File: src/rtl/fsm3lanpc_nph_pkg.sv
// Shared types, gate patterns and delay-class selection for the ANPC leg sequencer.
package PKG_fsm3lanpc;

  typedef enum logic [1:0] {
    LEV_ZERO = 2'b00,
    LEV_P    = 2'b01,
    LEV_N    = 2'b10,
    LEV_OFF  = 2'b11
  } level_e;

  typedef enum logic [1:0] {
    ZT_DFLT = 2'd0,
    ZT_ZU   = 2'd1,
    ZT_ZL   = 2'd2,
    ZT_ZF   = 2'd3
  } ztype_e;

  typedef enum logic [1:0] {
    LEG_OFF    = 2'd0,
    LEG_STEADY = 2'd1,
    LEG_WAIT   = 2'd2
  } leg_state_e;

  typedef enum logic [2:0] {
    DLY_NONE     = 3'd0,
    DLY_SHORT    = 3'd1,
    DLY_OFF_ON   = 3'd2,
    DLY_ON_OFFV0 = 3'd3,
    DLY_OFFV0_ON = 3'd4,
    DLY_OFF_ONI0 = 3'd5
  } dly_sel_e;

  // Gate patterns, bit0..5 = S1..S6
  localparam logic [5:0] PAT_P   = 6'b100011;
  localparam logic [5:0] PAT_N   = 6'b011100;
  localparam logic [5:0] PAT_ZU  = 6'b010010;
  localparam logic [5:0] PAT_ZL  = 6'b100100;
  localparam logic [5:0] PAT_ZF  = 6'b110110;
  localparam logic [5:0] PAT_OFF = 6'b000000;

  function automatic logic [5:0] lev_pat(input level_e lev, input logic [1:0] zt);
    logic [5:0] pat;
    pat = PAT_OFF;
    case (lev)
      LEV_P:   pat = PAT_P;
      LEV_N:   pat = PAT_N;
      LEV_ZERO: begin
        case (ztype_e'(zt))
          ZT_ZL:   pat = PAT_ZL;
          ZT_ZF:   pat = PAT_ZF;
          default: pat = PAT_ZU;
        endcase
      end
      default: pat = PAT_OFF;
    endcase
    return pat;
  endfunction

  // Dead-time class for a transition between two levels
  function automatic dly_sel_e dly_sel(input level_e cur, input level_e tgt);
    dly_sel_e sel;
    if (tgt == LEV_OFF)
      sel = DLY_NONE;
    else if (cur == LEV_OFF)
      sel = (tgt == LEV_ZERO) ? DLY_OFF_ONI0 : DLY_OFF_ON;
    else if (cur == LEV_ZERO)
      sel = (tgt == LEV_ZERO) ? DLY_SHORT : DLY_OFFV0_ON;
    else
      sel = DLY_ON_OFFV0;
    return sel;
  endfunction

endpackage

File: src/rtl/fsm3lanpc_leg.sv
// One ANPC leg: level-to-gate conversion with break-before-make dead-time waits.
module fsm3lanpc_leg
  import PKG_fsm3lanpc::*;
#(
  parameter int unsigned TD_W = 16
) (
  input  logic            clk,
  input  logic            reset,
  input  logic            i_kill,
  input  logic [TD_W-1:0] i_t_short,
  input  logic [TD_W-1:0] i_t_off_on,
  input  logic [TD_W-1:0] i_t_on_offv0,
  input  logic [TD_W-1:0] i_t_offv0_on,
  input  logic [TD_W-1:0] i_t_off_oni0,
  input  logic [1:0]      i_v_lev,
  input  logic [1:0]      i_z_type,
  output logic [5:0]      o_s,
  output logic            o_busy
);

  leg_state_e      r_state;
  level_e          r_cur_lev;
  level_e          r_tgt_lev;
  logic [5:0]      r_cur_pat;
  logic [5:0]      r_tgt_pat;
  logic [TD_W-1:0] r_cnt;
  logic [5:0]      r_gate;
  logic            r_busy;

  level_e          w_cmd_lev;
  level_e          w_tgt_lev;
  logic [5:0]      w_tgt_pat;
  dly_sel_e        w_sel;
  logic [TD_W-1:0] w_dly;
  logic [TD_W-1:0] w_load;

  // Next target: P<->N is split into a detour through the zero pattern
  always_comb begin
    w_cmd_lev = level_e'(i_v_lev);
    w_tgt_lev = w_cmd_lev;
    if ((r_cur_lev == LEV_P && w_cmd_lev == LEV_N) ||
        (r_cur_lev == LEV_N && w_cmd_lev == LEV_P))
      w_tgt_lev = LEV_ZERO;
    w_tgt_pat = lev_pat(w_tgt_lev, i_z_type);
    w_sel     = dly_sel(r_cur_lev, w_tgt_lev);
    case (w_sel)
      DLY_SHORT:    w_dly = i_t_short;
      DLY_OFF_ON:   w_dly = i_t_off_on;
      DLY_ON_OFFV0: w_dly = i_t_on_offv0;
      DLY_OFFV0_ON: w_dly = i_t_offv0_on;
      DLY_OFF_ONI0: w_dly = i_t_off_oni0;
      default:      w_dly = '0;
    endcase
    w_load = (w_dly == '0) ? '0 : w_dly - TD_W'(1);
  end

  // Leg FSM; the counter doubles as the delay shadow captured at wait entry
  always_ff @(posedge clk or negedge reset) begin
    if (!reset) begin
      r_state   <= LEG_OFF;
      r_cur_lev <= LEV_OFF;
      r_tgt_lev <= LEV_OFF;
      r_cur_pat <= PAT_OFF;
      r_tgt_pat <= PAT_OFF;
      r_cnt     <= '0;
      r_gate    <= PAT_OFF;
      r_busy    <= 1'b0;
    end else if (i_kill) begin
      r_state   <= LEG_OFF;
      r_cur_lev <= LEV_OFF;
      r_tgt_lev <= LEV_OFF;
      r_cur_pat <= PAT_OFF;
      r_tgt_pat <= PAT_OFF;
      r_cnt     <= '0;
      r_gate    <= PAT_OFF;
      r_busy    <= 1'b0;
    end else begin
      case (r_state)
        LEG_OFF, LEG_STEADY: begin
          if (w_tgt_pat != r_cur_pat) begin
            if (w_tgt_lev == LEV_OFF) begin
              r_state   <= LEG_OFF;
              r_cur_lev <= LEV_OFF;
              r_cur_pat <= PAT_OFF;
              r_gate    <= PAT_OFF;
              r_busy    <= 1'b0;
            end else begin
              r_state   <= LEG_WAIT;
              r_tgt_lev <= w_tgt_lev;
              r_tgt_pat <= w_tgt_pat;
              r_cnt     <= w_load;
              r_gate    <= r_cur_pat & w_tgt_pat;
              r_busy    <= 1'b1;
            end
          end
        end
        LEG_WAIT: begin
          if (r_cnt == '0) begin
            r_state   <= LEG_STEADY;
            r_cur_lev <= r_tgt_lev;
            r_cur_pat <= r_tgt_pat;
            r_gate    <= r_tgt_pat;
            r_busy    <= 1'b0;
          end else begin
            r_cnt <= r_cnt - TD_W'(1);
          end
        end
        default: begin
          r_state <= LEG_OFF;
          r_gate  <= PAT_OFF;
          r_busy  <= 1'b0;
        end
      endcase
    end
  end

  assign o_s    = r_gate;
  assign o_busy = r_busy;

endmodule

File: src/rtl/fsm3lanpc_nph.sv
// N-phase ANPC gate sequencer: shared timing, global enable and fault shutdown.
// Build option: FSM3LANPC_FAULT_LATCH_EN latches fault until fault_clr.
module fsm3lanpc_nph
  import PKG_fsm3lanpc::*;
#(
  parameter int unsigned NPH  = 3,
  parameter int unsigned TD_W = 16
) (
  input  logic              clk,
  input  logic              reset,
  input  logic              enable,
  input  logic              fault,
  input  logic              fault_clr,
  input  logic [TD_W-1:0]   t_short,
  input  logic [TD_W-1:0]   t_off_on,
  input  logic [TD_W-1:0]   t_on_offV0,
  input  logic [TD_W-1:0]   t_offV0_on,
  input  logic [TD_W-1:0]   t_off_onI0,
  input  logic [2*NPH-1:0]  v_lev,
  input  logic [2*NPH-1:0]  z_type,
  output logic [6*NPH-1:0]  S_out,
  output logic [NPH-1:0]    busy,
  output logic              fault_q
);

  logic r_fault;
  logic w_fault_act;
  logic w_kill;

`ifdef FSM3LANPC_FAULT_LATCH_EN
  // Sticky fault; a clear is only honoured once the request has gone away
  always_ff @(posedge clk or negedge reset) begin
    if (!reset)
      r_fault <= 1'b0;
    else if (fault)
      r_fault <= 1'b1;
    else if (fault_clr)
      r_fault <= 1'b0;
  end
  assign w_fault_act = fault | r_fault;
`else
  always_ff @(posedge clk or negedge reset) begin
    if (!reset)
      r_fault <= 1'b0;
    else
      r_fault <= fault;
  end
  assign w_fault_act = fault;
  logic w_unused_fault_clr;
  assign w_unused_fault_clr = fault_clr;
`endif

  assign fault_q = r_fault;
  assign w_kill  = ~enable | w_fault_act;

  for (genvar g = 0; g < NPH; g++) begin : g_leg
    fsm3lanpc_leg #(.TD_W(TD_W)) u_leg (
      .clk          (clk),
      .reset        (reset),
      .i_kill       (w_kill),
      .i_t_short    (t_short),
      .i_t_off_on   (t_off_on),
      .i_t_on_offv0 (t_on_offV0),
      .i_t_offv0_on (t_offV0_on),
      .i_t_off_oni0 (t_off_onI0),
      .i_v_lev      (v_lev[2*g +: 2]),
      .i_z_type     (z_type[2*g +: 2]),
      .o_s          (S_out[6*g +: 6]),
      .o_busy       (busy[g])
    );
  end

endmodule

File: config.mk
export PLATFORM = sky130hd
export DESIGN_NAME = fsm3lanpc_nph
export DESIGN_NICKNAME = d
export VERILOG_FILES = /design/src/rtl/fsm3lanpc_nph_pkg.sv /design/src/rtl/fsm3lanpc_leg.sv /design/src/rtl/fsm3lanpc_nph.sv
export SDC_FILE = /design/constraint.sdc
export NUM_CORES = 1
export LEC_CHECK = 0
export CORE_ASPECT_RATIO = 2
export CORE_MARGIN = 2
export CORE_UTILIZATION = 50
export DETAILED_ROUTE_END_ITERATION = 8
export PLACE_DENSITY = 0.78
export SLEW_MARGIN = 10
export SYNTH_ARGS = -nofsm -noshare
export SYNTH_HDL_FRONTEND = slang
export SYNTH_SLANG_ARGS = --single-unit
File: constraint.sdc
create_clock -name clk -period 6.8 [get_ports clk]
set_clock_uncertainty 0.2 [all_clocks]
set_input_delay 0.68 -clock clk [delete_from_list [all_inputs] [get_ports clk]]
set_output_delay 0.68 -clock clk [all_outputs]
set_load 0.01 [all_outputs]
# [Yosys cells after proc, flatten, opt, wreduce, memory -nomap -nowiden]
# Index checks and enable logic that the tools add are counted.
[word_totals] inputBits=97 output_inout_bits=22 word_cells=297 regBits=124
[op_classes] add_sub_neg=6 muxes=141 n_reduce_logical=48 n_bitwise=5 eq_ne=72
[op_table] operator="two-way mux 16 bit" n=15
[op_table] operator="one-hot mux 16 bit (5 select lines)" n=3
[op_table] operator="two-way mux 6 bit" n=33
[op_table] operator="one-hot mux 6 bit (2 select lines)" n=9
[op_table] operator="zero test 16 bit" n=6
[op_table] operator="one-hot mux 16 bit (2 select lines)" n=3
[op_table] operator="subtractor 16 x 1 -> 16 bit (second input constant)" n=6
[op_table] operator="two-way mux 2 bit" n=39
[op_table] operator="one-hot mux 6 bit (3 select lines)" n=3
[op_table] operator="equality test 2 bit (second input constant)" n=24
[op_table] operator="two-way mux 3 bit" n=15
[op_table] operator="equality test 2 x 1 -> 1 bit (second input constant)" n=12
[op_table] operator="one-hot mux 2 bit (2 select lines)" n=6
[op_table] operator="AND reduction 4 bit" n=6
[op_table] operator="!= test 3 x 2 -> 1 bit (second input constant)" n=7
[op_table] operator="AND 6 bit" n=3
[op_table] operator="equality test 3 x 2 -> 1 bit (second input constant)" n=6
[op_table] operator="equality test 3 bit (second input constant)" n=6
[op_table] operator="zero test 2 bit" n=9
[op_table] operator="!= test 3 x 1 -> 1 bit (second input constant)" n=6
[op_table] operator="!= test 6 bit" n=3
[op_table] operator="two-way mux 1 bit" n=12
[op_table] operator="nonzero test 2 bit" n=6
[op_table] operator="equality test 3 x 1 -> 1 bit (second input constant)" n=3
[op_table] operator="12 further kinds" n=31

# [Depth between registers and ports, before layout]
[depth] ltp_word=17 depth_mapped=17

# [Hierarchy]
# Synthesis repeated with hierarchy kept, for this count alone.
[unflattened] cells_unflattened=1309 area_unflattened_um2=11103.1
[by_module_without_submodules] module="fsm3lanpc_leg (g_leg[2].u_leg)" cells_each=441 n_inst=1 seq_area_each_um2=1031.0 area_each_um2=3925.0
[by_module_without_submodules] module="fsm3lanpc_leg (g_leg[0].u_leg)" cells_each=431 n_inst=1 seq_area_each_um2=1031.0 area_each_um2=3593.4
[by_module_without_submodules] module="fsm3lanpc_leg (g_leg[1].u_leg)" cells_each=435 n_inst=1 seq_area_each_um2=1031.0 area_each_um2=3553.4
[by_module_without_submodules] module="fsm3lanpc_nph" cells_each=2 n_inst=1 seq_area_each_um2=25.0 area_each_um2=31.3

# [Least setup slack after synthesis]
# Ideal clock, no wire load.
[synth_timing] kind="input port to flip-flop" start="input port v_lev[1]" end="register g_leg[0].u_leg.r_cnt[11]" t_required_ps=6473 path_stages=13 setup_ps=127 n_path_buf=3 slack_ps=2918 arrival_ps=3556 path_cell_list="buf_2 clkbuf_1 clkbuf_1 o21a_1 a21oi_1 ha_1 nor4_1 a211oi_2 nor3_1 a21oi_1 a21bo_2 a22oi_1 o21ai_1"
[synth_between] elab_chain_len=17
[synth_rtl] item="start, declared" line="fsm3lanpc_nph.sv:19" source="input logic [2*NPH-1:0] v_lev,"
[synth_rtl] item="equality test 2 bit / equality test 2 x 1 -> 1 bit (equally long branches)" line="fsm3lanpc_leg.sv:41, fsm3lanpc_leg.sv:42"
[synth_rtl] item="logical AND 1 bit (on tied branches)" line="fsm3lanpc_leg.sv:41, fsm3lanpc_leg.sv:42"
[synth_rtl] item="logical OR 1 bit" line="fsm3lanpc_leg.sv:41" source="if ((r_cur_lev == LEV_P && w_cmd_lev == LEV_N) ||"
[synth_rtl] item="two-way mux 2 bit *" line="fsm3lanpc_leg.sv:41"
[synth_rtl] item="zero test 2 bit" line="fsm3lanpc_nph_pkg.sv:44, fsm3lanpc_nph_pkg.sv:65, fsm3lanpc_nph_pkg.sv:67"
[synth_rtl] item="two-way mux 3 bit" line="fsm3lanpc_nph_pkg.sv:67" source="sel = (tgt == LEV_ZERO) ? DLY_SHORT : DLY_OFFV0_ON;"
[synth_rtl] item="two-way mux 3 bit" line="fsm3lanpc_nph_pkg.sv:66" source="else if (cur == LEV_ZERO)"
[synth_rtl] item="two-way mux 3 bit" line="fsm3lanpc_nph_pkg.sv:64" source="else if (cur == LEV_OFF)"
[synth_rtl] item="two-way mux 3 bit" line="fsm3lanpc_nph_pkg.sv:62" source="if (tgt == LEV_OFF)"
[synth_rtl] item="equality test 3 bit (tied with other cells)" line="fsm3lanpc_leg.sv:46" source="case (w_sel)"
[synth_rtl] item="one-hot mux 16 bit (5 select lines)" line="fsm3lanpc_leg.sv:46"
[synth_rtl] item="subtractor 16 x 1 -> 16 bit / zero test 16 bit (equally long branches)" line="fsm3lanpc_leg.sv:54" source="w_load = (w_dly == '0) ? '0 : w_dly - TD_W'(1);"
[synth_rtl] item="two-way mux 16 bit" line="fsm3lanpc_leg.sv:54"
[synth_rtl] item="two-way mux 16 bit" line="fsm3lanpc_leg.sv:81" source="if (w_tgt_lev == LEV_OFF) begin"
[synth_rtl] item="two-way mux 16 bit" line="fsm3lanpc_leg.sv:80" source="if (w_tgt_pat != r_cur_pat) begin"
[synth_rtl] item="one-hot mux 16 bit (2 select lines)" line="fsm3lanpc_leg.sv:78" source="case (r_state)"
[synth_rtl] item="two-way mux 16 bit" line="fsm3lanpc_leg.sv:68" source="end else if (i_kill) begin"
[synth_rtl] item="end signal, assigned" line="fsm3lanpc_leg.sv:91" source="r_cnt <= w_load;"
[synth_rtl] item="end signal, assigned" line="fsm3lanpc_leg.sv:105" source="r_cnt <= r_cnt - TD_W'(1);"
[synth_rtl] item="end, declared" line="fsm3lanpc_leg.sv:26" source="logic [TD_W-1:0] r_cnt;"
# Mark *: on every way between the ends. The rest lies on a longest branch, timed or not. The select of a mux whose other input is x is not followed.
# A chain may end at the register's enable or synchronous reset.

# [Final worst setup path]
[layout_timing] start="register g_leg[1].u_leg.r_cur_lev[1]" end="register g_leg[1].u_leg.r_cnt[2]"
[layout_between] elab_chain_len=17
[layout_rtl] item="start, declared" line="fsm3lanpc_leg.sv:22" source="level_e r_cur_lev;"
[layout_rtl] item="start signal, assigned" line="fsm3lanpc_leg.sv:100" source="r_cur_lev <= r_tgt_lev;"
[layout_rtl] item="equality test 2 x 1 -> 1 bit / equality test 2 bit (equally long branches)" line="fsm3lanpc_leg.sv:41, fsm3lanpc_leg.sv:42"
[layout_rtl] item="logical AND 1 bit (on tied branches)" line="fsm3lanpc_leg.sv:41, fsm3lanpc_leg.sv:42"
[layout_rtl] item="logical OR 1 bit" line="fsm3lanpc_leg.sv:41"
[layout_rtl] item="two-way mux 2 bit" line="fsm3lanpc_leg.sv:41"
[layout_rtl] item="zero test 2 bit" line="fsm3lanpc_nph_pkg.sv:44, fsm3lanpc_nph_pkg.sv:65, fsm3lanpc_nph_pkg.sv:67"
[layout_rtl] item="two-way mux 3 bit" line="fsm3lanpc_nph_pkg.sv:67"
[layout_rtl] item="two-way mux 3 bit" line="fsm3lanpc_nph_pkg.sv:66"
[layout_rtl] item="two-way mux 3 bit" line="fsm3lanpc_nph_pkg.sv:64"
[layout_rtl] item="two-way mux 3 bit" line="fsm3lanpc_nph_pkg.sv:62"
[layout_rtl] item="equality test 3 bit (tied with other cells)" line="fsm3lanpc_leg.sv:46"
[layout_rtl] item="one-hot mux 16 bit (5 select lines)" line="fsm3lanpc_leg.sv:46"
[layout_rtl] item="subtractor 16 x 1 -> 16 bit / zero test 16 bit (equally long branches)" line="fsm3lanpc_leg.sv:54"
[layout_rtl] item="two-way mux 16 bit" line="fsm3lanpc_leg.sv:54"
[layout_rtl] item="two-way mux 16 bit" line="fsm3lanpc_leg.sv:81"
[layout_rtl] item="two-way mux 16 bit" line="fsm3lanpc_leg.sv:80"
[layout_rtl] item="one-hot mux 16 bit (2 select lines)" line="fsm3lanpc_leg.sv:78"
[layout_rtl] item="two-way mux 16 bit" line="fsm3lanpc_leg.sv:68"
[layout_rtl] item="end signal, assigned" line="fsm3lanpc_leg.sv:91"
[layout_rtl] item="end signal, assigned" line="fsm3lanpc_leg.sv:105"
[layout_rtl] item="end, declared" line="fsm3lanpc_leg.sv:26"
# Parallel ways exist; a longest one is shown, timed or not. The select of a mux whose other input is x is not followed.

==> results.sh <==
export IMPL_numPortBuffers=117
export IMPL_clock_latency_ps=440
export IMPL_slew_viol_final=0
export IMPL_synth_seq_cells=124
export IMPL_period_share_pct=70.2
export IMPL_criticalPathCategory="reg -> reg"
export IMPL_drv_cap=0
export IMPL_r2r_cells=8
export IMPL_power_switching_mw=1.04
export IMPL_leakage_nw=4.68
export IMPL_cp_num_cells=8
export IMPL_relSlewSlack_pct=25.4
export IMPL_yosysWarnings=0
export IMPL_r2r_start="g_leg[1].u_leg.r_cur_lev[1]"
export IMPL_area_growth_pct=16.8
export IMPL_hold_viol=0
export IMPL_crit_path_start="g_leg[1].u_leg.r_cur_lev[1]"
export IMPL_max_vdd_ir_drop_uv=198
export IMPL_drc=0
export IMPL_cp_max_fo=47
export IMPL_first_pass_iters=6
export IMPL_slowest_delay_ps=1120
export IMPL_critPathCaptureType="register"
export IMPL_postLayoutCoreUtil_pct=59.5
export IMPL_endpoint="g_leg[1].u_leg.r_cnt[2]"
export IMPL_fp_dieH_um=205
export IMPL_finalNonFillerCells=1650
export IMPL_seqPwrFrac_pct=32.6
export IMPL_grt_pass1_wl_um=56000
export IMPL_cp_data_required_time_ps=6880
export IMPL_start_kind="register"
export IMPL_critical_path_slowest_cell="dfstp_2"
export IMPL_routedWlPerCell_um=21.8
export IMPL_antenna_found_initial=0
export IMPL_pwr_share_clk_pct=32.0
export IMPL_io_pins=119
export IMPL_rrSetupSlack_ps=2030
export IMPL_num_rows=73
export IMPL_placed_area_sq_um=11200
export IMPL_yosysTopAreaCellShare_pct=27.8
export IMPL_synth_cell_type_count=77
export IMPL_holdBufCountCts=0
export IMPL_p_per_area_nw_per_um2=232
export IMPL_tightestPinTransition_ps=1120
export IMPL_worst_path_buf_inv=0
export IMPL_clock_sinks=124
export IMPL_cts_setup_buffers=0
export IMPL_clk_path_buf_depth=2
export IMPL_power_internal_mw=1.69
export IMPL_gr_usage_all_layers_pct=33.6
export IMPL_fin_area_sq_um=11800
export IMPL_num_antenna_cells=0
export IMPL_crit_path_cell_trace="or2_0 > o21ai_0 > a221oi_1 > and4_1 > and2_1 > nand4_1 > nand2_1 > o221ai_1"
export IMPL_synth_common_cells="nand2_1, nor2_1, a21oi_1, dfrtp_1, o21ai_0"
export IMPL_layout_setup_ws_ps=2030
export IMPL_cts_root_buf="clkbuf_16"
export IMPL_syn_area_per_cell_sq_um=7.65
export IMPL_max_freq_ghz=0.209
export IMPL_antenna_left=0
export IMPL_seq_area_sq_um=3120
export IMPL_path_delay_family="simple AND/OR/NAND/NOR gates"
export IMPL_status="finished clean"
export IMPL_dr_total_vias=10976
export IMPL_first_iter_violations=1084
export IMPL_routed_wl_um=36000
export IMPL_setup_viol=0
export IMPL_grt_pass1_vias=10655
export IMPL_rr_endpoint="g_leg[1].u_leg.r_cnt[2]"
export IMPL_rsz0062_at_grt="false"
export IMPL_synth_edf_count=0
export IMPL_fin_nets=1499
export IMPL_grt_max_degree=68
export IMPL_hp_class="in -> async"
export IMPL_finalCriticalPeriod_ps=4770
export IMPL_async_reset_ff_share_pct=100
export IMPL_syn_cell_area_sq_um=10100
export IMPL_switching_share_pct=38.1
export IMPL_power_frac_comb_pct=35.4
export IMPL_overflow=0
export IMPL_multi_input_area_sq_um=6490
export IMPL_post_place_ws_ps=1810
export IMPL_ys_seq_area_share_pct=30.9
export IMPL_post_cts_resize_count=0
export IMPL_fillers=1815
export IMPL_core_sq_um=19800
export IMPL_place_hpwl_um=26100
export IMPL_htree_num_levels=4
export IMPL_synthesis_instances=1321
export IMPL_synthTopCellsByArea="dfrtp_1, nand2_1, a21oi_1"
export IMPL_holdWs_ps=109
export IMPL_placedCellCount=1618
export IMPL_synth_flop_cell="dfrtp_1"
export IMPL_initial_core_util_pct=51.0
export IMPL_synthMostInstantiatedCell="nand2_1"
export IMPL_cts_buffers=17
export IMPL_cts_tree="yes"
export IMPL_power_total_mw=2.74
export IMPL_dieArea_sq_um=21400
export IMPL_path_clk_slew_ps=60
export IMPL_yosysTopAreaCell="dfrtp_1"
export IMPL_final_layout_size_suffix_gt1_share_pct=7.20
export IMPL_gp_congestion=0.962
export IMPL_tns_ps=0
export IMPL_die_w_um=104
export IMPL_arrival_ps=4860
export IMPL_syn_nets=1445
export IMPL_via_per_inst=6.65
## cell families after synthesis
| kind of cell | Yosys count | share of synthesized area (%) |
|---|---|---|
| buf+inv | 107 | 4.87 |
| flops | 124 | 30.9 |
| fa+ha+maj | 27 | 3.34 |
| mux | 5 | 0.508 |
| xor+xnor | 40 | 3.47 |
| simple gates | 538 | 25.9 |
| compound gates | 480 | 31.0 |
## metal layers
metal / track usage [%] / part of all wire, % / vias up
li1: - / - / 4996
met1: 35.2 / 34 / 5152
met2: 57.3 / 48 / 641
met3: 7.25 / 8.2 / 187
met4: 27.7 / 9.2 / 0
met5: 0 / 0 / -
## final cells by class
type | count | share of cell area (%)
clock buffers | 21 | 3.73
clock inverters | 11 | 1.02
inverters | 15 | 0.477
multi-input cells | 1090 | 55.0
flip-flops and latches | 124 | 26.4
well taps | 262 | 2.78
repair buffers | 127 | 10.5
## power by group through the flow
stage | clock network [mW] | logic, mW | registers (mW)
floorplan | 0 | 0.686 | 0.860
global placement | 0 | 0.920 | 0.897
detailed placement | 0 | 0.937 | 0.901
CTS | 0.886 | 0.945 | 0.889
global route | 0.913 | 1.05 | 0.903
finish | 0.875 | 0.968 | 0.893
## worst register-to-register path: stages (launching register included)
cell and delay [ps]:
dfstp_2 1120, or2_0 770, o21ai_0 200, a221oi_1 950, and4_1 350, and2_1 190, nand4_1 200, nand2_1 460
o221ai_1 190
## worst min-delay path by stage
| stage | cells past startpoint | slack [ps] | from | to |
|---|---|---|---|---|
| after floorplan | 0 | 180 | reset | fault_q |
| after global placement | 2 | 260 | g_leg[1].u_leg.o_s[5] | g_leg[1].u_leg.o_s[5] |
| after detailed placement | 2 | 270 | g_leg[1].u_leg.o_s[4] | g_leg[1].u_leg.o_s[4] |
| after CTS | 1 | 130 | reset | g_leg[2].u_leg.o_s[3] |
| after global routing | 1 | 170 | reset | g_leg[2].u_leg.r_tgt_pat[4] |
| final | 1 | 110 | reset | g_leg[2].u_leg.r_tgt_pat[4] |
## cell usage in the layout, fill, tap and decap left out, types with 9 or more instances in the layout
master and count:
dfstp_2 12, a21oi_1 117, or3_1 9, xnor2_1 25
o21a_1 10, xor2_1 15, clkdlybuf4s50_1 116, a221oi_1 19
a22oi_1 21, nor2_1 126, buf_4 11, nand2_1 182
or3b_2 14, and2_1 10, clkbuf_16 17, a211o_1 16
nor4_1 26, a211oi_1 48, nor3_1 38, o21ai_0 101
inv_1 15, o21ai_1 48, ha_1 27, nand2b_1 16
o221ai_1 11, a22o_1 11, nand3_1 45, o31ai_1 22
dfrtp_1 112, nor2b_1 11, or3b_1 12
## sequential cells by signal, summed over array words and instances, names as in the netlist
signal	cells
fault_q	1
g_leg.u_leg.o_busy	3
g_leg.u_leg.o_s	18
g_leg.u_leg.r_cnt	48
g_leg.u_leg.r_cur_lev	6
g_leg.u_leg.r_cur_pat	18
g_leg.u_leg.r_state	6
g_leg.u_leg.r_tgt_lev	6
g_leg.u_leg.r_tgt_pat	18
(Power assumes the default switching activity.)
